$ cat src/rtl/mic_dma_sched_if.sv
// CSR slave and mic_dma control bundle for the ping-pong capture scheduler.
interface mic_dma_sched_if;
  logic [2:0]  avs_address;
  logic        avs_read;
  logic        avs_write;
  logic [31:0] avs_writedata;
  logic [31:0] avs_readdata;
  logic        dma_start;
  logic [31:0] dma_start_address;
  logic [31:0] dma_number_samples;
  logic        dma_finished;
  logic        irq;

  modport slave (
    input  avs_address, avs_read, avs_write, avs_writedata, dma_finished,
    output avs_readdata, dma_start, dma_start_address, dma_number_samples, irq
  );

  modport master (
    output avs_address, avs_read, avs_write, avs_writedata, dma_finished,
    input  avs_readdata, dma_start, dma_start_address, dma_number_samples, irq
  );
endinterface

$ cat src/rtl/mic_dma_sched.sv
// Ping-pong capture scheduler: alternates mic_dma transfers between buffers A/B,
// flags filled buffers via CSR STATUS and a level interrupt.
module mic_dma_sched #(
  parameter int unsigned CNT_W      = 8,
  parameter logic [31:0] DEF_NSAMP  = 32'd256
) (
  input  logic CLK,
  input  logic RESET,
  mic_dma_sched_if.slave bus
);

  typedef enum logic [2:0] {
    S_IDLE,
    S_START,
    S_GUARD,
    S_BUSY,
    S_COMPLETE
  } state_t;

  state_t             r_state;
  state_t             w_next;
  logic               r_en;
  logic               r_oneshot;
  logic [31:0]        r_base_a;
  logic [31:0]        r_base_b;
  logic [31:0]        r_nsamp;
  logic [1:0]         r_rdy;
  logic               r_cur;
  logic [CNT_W-1:0]   r_ovr;
  logic               r_start;
  logic [31:0]        r_addr;
  logic [31:0]        r_nsamp_out;
  logic [31:0]        r_rdata;
  logic               r_irq;

  logic               w_complete;
  logic               w_busy;
  logic [1:0]         w_ack_mask;
  logic [1:0]         w_set_mask;
  logic [1:0]         w_rdy_nxt;
  logic               w_cur_nxt;
  logic               w_ovr_hit;
  logic [7:0]         w_ovr8;
  logic [31:0]        w_status;
  logic [31:0]        w_rmux;
  logic               w_wr_ctrl;

  always_comb begin
    w_next = r_state;
    case (r_state)
      S_IDLE:     if (r_en && (r_nsamp != '0)) w_next = S_START;
      S_START:    w_next = S_GUARD;
      // FINISHED may still be high from the previous run here
      S_GUARD:    w_next = S_BUSY;
      S_BUSY:     if (bus.dma_finished) w_next = S_COMPLETE;
      S_COMPLETE: w_next = (r_en && !r_oneshot) ? S_START : S_IDLE;
      default:    w_next = S_IDLE;
    endcase
  end

  always_comb begin
    w_complete = (r_state == S_COMPLETE);
    w_busy     = (r_state != S_IDLE);
    w_wr_ctrl  = bus.avs_write && (bus.avs_address == 3'd0);
    w_ack_mask = (bus.avs_write && (bus.avs_address == 3'd5)) ? bus.avs_writedata[1:0] : 2'b00;
    w_set_mask = w_complete ? (r_cur ? 2'b10 : 2'b01) : 2'b00;
    // set beats a same-cycle ACK; overrun is judged on the pre-ACK flag
    w_rdy_nxt  = (r_rdy & ~w_ack_mask) | w_set_mask;
    w_cur_nxt  = w_complete ? ~r_cur : r_cur;
    w_ovr_hit  = w_complete && (r_cur ? r_rdy[1] : r_rdy[0]);
    w_ovr8     = 8'(r_ovr);
    w_status   = {16'h0000, w_ovr8, 4'h0, r_cur, w_busy, r_rdy};
    case (bus.avs_address)
      3'd0:    w_rmux = {30'd0, r_oneshot, r_en};
      3'd1:    w_rmux = r_base_a;
      3'd2:    w_rmux = r_base_b;
      3'd3:    w_rmux = r_nsamp;
      3'd4:    w_rmux = w_status;
      default: w_rmux = '0;
    endcase
  end

  always_ff @(posedge CLK or negedge RESET) begin
    if (!RESET) begin
      r_state     <= S_IDLE;
      r_en        <= 1'b0;
      r_oneshot   <= 1'b0;
      r_base_a    <= '0;
      r_base_b    <= '0;
      r_nsamp     <= DEF_NSAMP;
      r_rdy       <= '0;
      r_cur       <= 1'b0;
      r_ovr       <= '0;
      r_start     <= 1'b0;
      r_addr      <= '0;
      r_nsamp_out <= '0;
      r_rdata     <= '0;
      r_irq       <= 1'b0;
    end else begin
      r_state <= w_next;
      r_rdy   <= w_rdy_nxt;
      r_irq   <= |w_rdy_nxt;
      r_cur   <= w_cur_nxt;
      r_start <= (w_next == S_START);

      if (w_ovr_hit && (r_ovr != '1))
        r_ovr <= r_ovr + CNT_W'(1);

      if (w_wr_ctrl) begin
        r_en      <= bus.avs_writedata[0];
        r_oneshot <= bus.avs_writedata[1];
      end else if (w_complete && r_oneshot) begin
        r_en <= 1'b0;
      end

      if (bus.avs_write && (bus.avs_address == 3'd1)) r_base_a <= bus.avs_writedata;
      if (bus.avs_write && (bus.avs_address == 3'd2)) r_base_b <= bus.avs_writedata;
      if (bus.avs_write && (bus.avs_address == 3'd3)) r_nsamp  <= bus.avs_writedata;

      // latched on entry so address/count are valid during the start pulse
      if (w_next == S_START) begin
        r_addr      <= w_cur_nxt ? r_base_b : r_base_a;
        r_nsamp_out <= r_nsamp;
      end

      if (bus.avs_read) r_rdata <= w_rmux;
    end
  end

  assign bus.avs_readdata       = r_rdata;
  assign bus.dma_start          = r_start;
  assign bus.dma_start_address  = r_addr;
  assign bus.dma_number_samples = r_nsamp_out;
  assign bus.irq                = r_irq;

endmodule
$ cat src/flat_wrapper.sv
// flat-port wrapper written by rule: the top's interface ports become plain ports
module mic_dma_sched_flat 
#(
  parameter int unsigned CNT_W      = 8,
  parameter logic [31:0] DEF_NSAMP  = 32'd256
)
  (CLK, RESET, bus_avs_address, bus_avs_read, bus_avs_write, bus_avs_writedata, bus_dma_finished, bus_avs_readdata, bus_dma_start, bus_dma_start_address, bus_dma_number_samples, bus_irq);
  mic_dma_sched_if bus_i ();
  input  logic CLK;
  input  logic RESET;
  input wire logic [$bits(bus_i.avs_address)-1:0] bus_avs_address;
  input wire logic [$bits(bus_i.avs_read)-1:0] bus_avs_read;
  input wire logic [$bits(bus_i.avs_write)-1:0] bus_avs_write;
  input wire logic [$bits(bus_i.avs_writedata)-1:0] bus_avs_writedata;
  input wire logic [$bits(bus_i.dma_finished)-1:0] bus_dma_finished;
  output wire logic [$bits(bus_i.avs_readdata)-1:0] bus_avs_readdata;
  output wire logic [$bits(bus_i.dma_start)-1:0] bus_dma_start;
  output wire logic [$bits(bus_i.dma_start_address)-1:0] bus_dma_start_address;
  output wire logic [$bits(bus_i.dma_number_samples)-1:0] bus_dma_number_samples;
  output wire logic [$bits(bus_i.irq)-1:0] bus_irq;
  assign bus_i.avs_address = bus_avs_address;
  assign bus_i.avs_read = bus_avs_read;
  assign bus_i.avs_write = bus_avs_write;
  assign bus_i.avs_writedata = bus_avs_writedata;
  assign bus_i.dma_finished = bus_dma_finished;
  assign bus_avs_readdata = bus_i.avs_readdata;
  assign bus_dma_start = bus_i.dma_start;
  assign bus_dma_start_address = bus_i.dma_start_address;
  assign bus_dma_number_samples = bus_i.dma_number_samples;
  assign bus_irq = bus_i.irq;
  mic_dma_sched #(.CNT_W(CNT_W), .DEF_NSAMP(DEF_NSAMP)) u_core (.CLK(CLK), .RESET(RESET), .bus(bus_i));
endmodule
$ cat config.mk
export PLATFORM = sky130hd
export DESIGN_NAME = mic_dma_sched_flat
export DESIGN_NICKNAME = d
export VERILOG_FILES = /design/src/rtl/mic_dma_sched_if.sv /design/src/rtl/mic_dma_sched.sv /design/src/flat_wrapper.sv
export SDC_FILE = /design/constraint.sdc
export NUM_CORES = 1
export LEC_CHECK = 0
export BUFFER_PORTS_ARGS = -buffer_cell sky130_fd_sc_hd__buf_4
export CAP_MARGIN = 10
export CORE_ASPECT_RATIO = 0.8
export CORE_UTILIZATION = 62
export CTS_BUF_LIST = sky130_fd_sc_hd__clkbuf_16
export DETAILED_ROUTE_END_ITERATION = 7
export GPL_TIMING_DRIVEN = 0
export HOLD_SLACK_MARGIN = 0.05
export PLACE_DENSITY_LB_ADDON = 0.15
export SYNTH_ARGS = -nofsm -noshare
export SYNTH_HDL_FRONTEND = slang
export SYNTH_SLANG_ARGS = --single-unit
$ cat constraint.sdc
create_clock -name CLK -period 3.4 [get_ports CLK]
set_input_delay 0.68 -clock CLK [delete_from_list [all_inputs] [get_ports CLK]]
set_output_delay 0.68 -clock CLK [all_outputs]
set_load 0.02 [all_outputs]
---- After elaboration in Yosys (flattened, before gate mapping) ----
Cells that the tools add are included.
storage, ports and cells
  bits of input ports ..................... 40
  logic and storage cells ................. 60
  bits in registers ....................... 210
  output and inout port bits .............. 98
operators by class
  reduce and logical (&&, ||, !) cells .... 17
  equal/unequal tests ..................... 11
  multiplexer cells ....................... 13
  add/subtract/negate cells ............... 1
  bitwise gates (word level) .............. 4
operator list
  operator             count
  $pmux 32 s5          1
  $mux 32              1
  $reduce_bool 32->1   1
  $pmux 3 s5           1
  $eq 3x2->1 const B   4
  $logic_and 1x1->1    10
  $eq 3x1->1 const B   3
  $eq 3x3->1 const B   3
  $add 8x1->8 const B  1
  $ne 8x8->1 const B   1
  $logic_not 3->1      2
  $mux 2               3
  $mux 3               2
  $mux 1               5
  $reduce_bool 3->1    1
  $and 2x2->2          1
  $not 2->2            1
  $or 2x2->2           1
  $reduce_bool 2->1    1
  $reduce_or 2->1      1
  $logic_not 1->1      1
  $not 1->1            1

---- Logic depth before layout (Yosys ltp) ----
  depth after elaboration ................. 7
  depth in mapped cells ................... 8
  gate-level depth less buffers ........... 6

---- Least setup slack after synthesis ----
OpenSTA, ideal clock, no wires.
  path kind ............................... reg-to-reg
  start point ............................. register u_core.r_state[0]
  end point ............................... register u_core.r_addr[10], in the netlist u_core.bus.dma_start_address[10]
  period minus slack after synthesis ...... 2.275 ns
  cell stages (with the launch flop) ...... 9
  setup time .............................. 0.125 ns
  required time ........................... 3.275 ns
  arrival ................................. 2.150 ns
  buffers on the path ..................... 3
  path slack .............................. 1.125 ns
  cells stage by stage .................... dfrtp_1 -> nor2_1 -> and2_1 -> clkbuf_1 -> ha_1 -> clkbuf_1 -> clkbuf_1 -> mux2_2 -> mux2_4
on the way
  word-level cells in the longest chain between the ends .. 3
  elaborated cells between the ends (all ways) .. 11
  those cells by class .................... 5 x eq/ne; 5 x mux; 1 x reduce/logical
ends and longest elaborated chain
  what                                          line                                        RTL
  from (decl)                                   mic_dma_sched.sv:20                         state_t r_state;
  from (signal assigned)                        mic_dma_sched.sv:100                        r_state <= w_next;
  $eq 3x3->1, or another cell as far along      mic_dma_sched.sv:50, mic_dma_sched.sv:62
  $pmux 3 s5 / $mux 1 (equally long branches)   mic_dma_sched.sv:50, mic_dma_sched.sv:69
  $eq 3x1->1 / $mux 32 (equally long branches)  mic_dma_sched.sv:121, mic_dma_sched.sv:122
  to (signal assigned)                          mic_dma_sched.sv:122                        r_addr <= w_cur_nxt ? r_base_b : r_base_a;
  to (decl)                                     mic_dma_sched.sv:31                         logic [31:0] r_addr;
Several ways; a longest one is shown, not always the timed one.
A chain may end at the register's enable or synchronous reset.

---- Worst setup path in the final report ----
  start point ............................. register u_core.r_state[0]
  end point ............................... register u_core.r_addr[2], in the netlist u_core.bus.dma_start_address[2]
The elaborated chain is that of the path after synthesis.

==> results.py <==
metrics = {
    "drt": {
        "first_pass_detailed_route_iteration_total": 5,
        "postRouteWirelength_um": 23000,
        "initialDrtViolationCount": 404,
        "vias_post_dr": 6265,
        "post-route-drc-count": 0,
        "wire_per_inst_um": 22.4,
        "route.detailed.vias_per_inst": 6.10,
        "route.antenna.remaining_nets": 0,
    },
    "grt": {
        "grt_pass1_wl_um": 37000,
        "grt_pass1_vias": 6768,
        "overflow": 0,
        "grt_start_max_net_pins": 122,
        "groute.usage.overall": 0.308,
        "antenna_found_initial": 0,
    },
    "cells_and_area": {
        "fillCellCount": 896,
        "area_growth_syn_to_fin_pct": 20.5,
        "antenna_cells_inserted": 0,
        "final_cell_count_without_fillers": 1027,
        "final_common_cell": "dfrtp_1",
        "layout_cells_sized_above_1": 0.473,
        "layout_common_cells": "dfrtp_1, mux2_2, buf_4, mux2_4, inv_1",
        "fin_nets": 872,
    },
    "floorplanning": {
        "core-area_mm2": 0.0145,
        "floorplan.io_pins": 138,
        "start_util": 0.645,
        "die_width_um": 139,
        "die_height_um": 112,
        "placementRows": 39,
        "die-area_mm2": 0.0156,
    },
    "power": {
        "total_power_uw": 9280,
        "total_leakage_power_uw": 0.00519,
        "powerDensity_mw_per_mm2": 824,
        "peakVddDrop_v": 0.000474,
    },
    "synthesis": {
        "combined_area_of_all_synthesized_cells_mm2": 0.00935,
        "yosys.cell_types.count": 35,
        "syn_area_per_cell_um2": 14.0,
        "async_set_or_reset_register_ratio_after_synthesis": 1.00,
        "yosys_register_bits": 210,
        "synth_enable_flop_cells": 0,
        "ys_seq_area_frac": 0.562,
        "yosys_warnings": 0,
        "synth-main-ff-cell": "dfrtp_1",
        "synthCells": 669,
        "synth_fp_nets": 712,
    },
    "hold_path": {
        "worstHoldPathType": "input pin to async pin",
    },
    "cts": {
        "insertion_delay_ns": 0.49,
        "cts_hold_repair.buffers": 0,
        "cts_resizes": 0,
        "cts_htree_levels": 1,
        "root_buffer_cell": "clkbuf_16",
        "cts-buffers-inserted": 21,
        "tritoncts": "built",
        "max-clock-path-buffers": 3,
        "cts.sink_count": 210,
        "postCtsSetupBuffers": 0,
        "path_clk_slew_ns": 0.06,
    },
    "critical_path": {
        "end_kind": "register",
        "worst-r2r-cell-count": 8,
        "crit_type": "register to register",
        "critical_path.max_fanout": 10,
        "cpMostUsedCell": "clkbuf_1",
        "timing.critical_path.cells": "nor2_1, and2_1, clkbuf_1, ha_1, clkbuf_1, clkbuf_1, mux2_2, mux2_4",
        "worstPathArrival_ns": 3.29,
        "reg2reg_to": "u_core.bus.dma_start_address[2]",
        "critPathRequiredTime_ns": 3.78,
        "worst_setup_path_start_kind": "register",
        "reg2reg_setup_slack_ns": 0.49,
        "cp_slowest_cell": "clkbuf_1",
        "regToRegStartpoint": "u_core.r_state[0]",
        "critical_path.endpoint": "u_core.bus.dma_start_address[2]",
        "crit_path_max_incr_delay_ns": 0.61,
        "launching_instance_or_port_of_the_critical_path": "u_core.r_state[0]",
    },
    "timing": {
        "report.final.setup_viol": 0,
        "setup_slack_ns": 0.487,
        "fin_crit_share": 0.857,
        "rsz_0062_raised_after_global_routing": "no",
        "clock_skew_ns": 0.00727,
        "final_hold_violating_endpoints": 0,
        "final_max_slew_viol_count": 0,
        "achievable-frequency_ghz": 0.343,
        "timing_worst_slew_pin_value_ns": 0.914,
        "fin_setup_tns_ns": 0,
        "max-slew-margin-rel": 0.391,
        "period_minus_slack_ns": 2.91,
    },
    "placement": {
        "place_ws_ns": 0.570,
        "gp_congestion": 0.857,
        "placement.io_buffers": 136,
        "placed_cells_incl_taps": 990,
        "post-dp-hpwl_um": 15700,
    },
    "job": {
        "max_cap_violations": 0,
    },
    "run_status": {
        "run_status": "finished, final reports clean",
    },
}
## critical path, delay by kind of cell, from the launching register on
| family | cells | cell delay, ns |
|---|---|---|
| flip-flops | 1 | 0.42 |
| adder cells (fa/ha/maj) | 1 | 0.18 |
| buffers and inverters | 3 | 1.16 |
| multiplexers | 2 | 0.69 |
| AND/OR/NAND/NOR | 2 | 0.33 |
## routing by layer
| metal | vias up | global-route usage | part of all wire |
|---|---|---|---|
| met4 | 0 | 0.0911 | 0.020 |
| li1 | 2742 | - | - |
| met5 | - | 0 | 0 |
| met3 | 39 | 0.0688 | 0.070 |
| met1 | 3242 | 0.427 | 0.44 |
| met2 | 242 | 0.489 | 0.47 |
## flip-flops by register name (all words and copies together), names as in the netlist
name,count
u_core.r_cur,1
u_core.r_base_a,32
u_core.r_rdy,2
u_core.r_nsamp,32
u_core.bus.irq,1
u_core.r_base_b,32
u_core.bus.dma_start,1
u_core.bus.avs_readdata,32
u_core.r_oneshot,1
u_core.bus.dma_number_samples,32
u_core.r_en,1
u_core.r_ovr,8
u_core.bus.dma_start_address,32
u_core.r_state,3
## worst min path at each step
stage,to
2_1_floorplan,u_core.bus.avs_readdata[0]
3_3_place_gp,u_core.r_state[1]
3_5_place_dp,u_core.r_ovr[7]
4_1_cts,u_core.bus.dma_start_address[12]
5_1_grt,u_core.bus.dma_start_address[12]
6_report,u_core.bus.dma_start_address[12]
## stage by stage
step / hold WS (ns) / util / area, um2
floorplan: 0.384 / - / 9350
global placement: 0.484 / 0.732 / 10600
detailed placement: 0.498 / 0.734 / 10600
CTS: 0.312 / 0.777 / 11300
global route: 0.350 / 0.777 / 11300
finish: 0.255 / 0.777 / 11300
## synthesized netlist by cell type, types with 6 or more instances
cell	number	area (um2)
clkbuf_1	23	86.3
nor2_1	8	30.0
mux2i_1	9	90.1
buf_6	6	67.6
xor2_1	6	52.6
o22ai_1	32	200
mux2_2	168	1890
nand2_1	11	41.3
a22oi_1	33	248
inv_1	36	135
nor2b_1	7	43.8
buf_1	8	30.0
dfrtp_1	209	5230
o22a_1	11	96.3
nor4_1	9	56.3
mux2_4	49	736
## power by group
group / internal, uW / switching [uW]
Clock: 1200 / 961
Sequential: 3230 / 592
Combinational: 1790 / 1500
## kinds of logic (layout without fill, tap and decap cells)
| kind of cell | Yosys count | in the layout | synth area share |
|---|---|---|---|
| multiplexers | 227 | 227 | 0.292 |
| AND/OR/NAND/NOR | 56 | 56 | 0.0317 |
| adder cells (fa/ha/maj) | 3 | 3 | 0.00401 |
| XOR/XNOR | 7 | 7 | 0.00656 |
| flip-flops | 210 | 210 | 0.562 |
| AO/OA/AOI/OAI | 88 | 88 | 0.0672 |
| buffers and inverters | 78 | 252 | 0.0368 |
## cell type report
cell class / count / area (um2) / area share
timing repair buffer: 137 / 1060 / 0.0937
inverter: 36 / 135 / 0.0120
buffer: 42 / 209 / 0.0185
clock inverter: 16 / 103 / 0.00911
sequential: 210 / 5260 / 0.467
tap: 184 / 230 / 0.0204
clock buffer: 21 / 526 / 0.0466
multi-input combinational: 381 / 3750 / 0.333
Note: power is estimated with default switching activity, not from simulation.
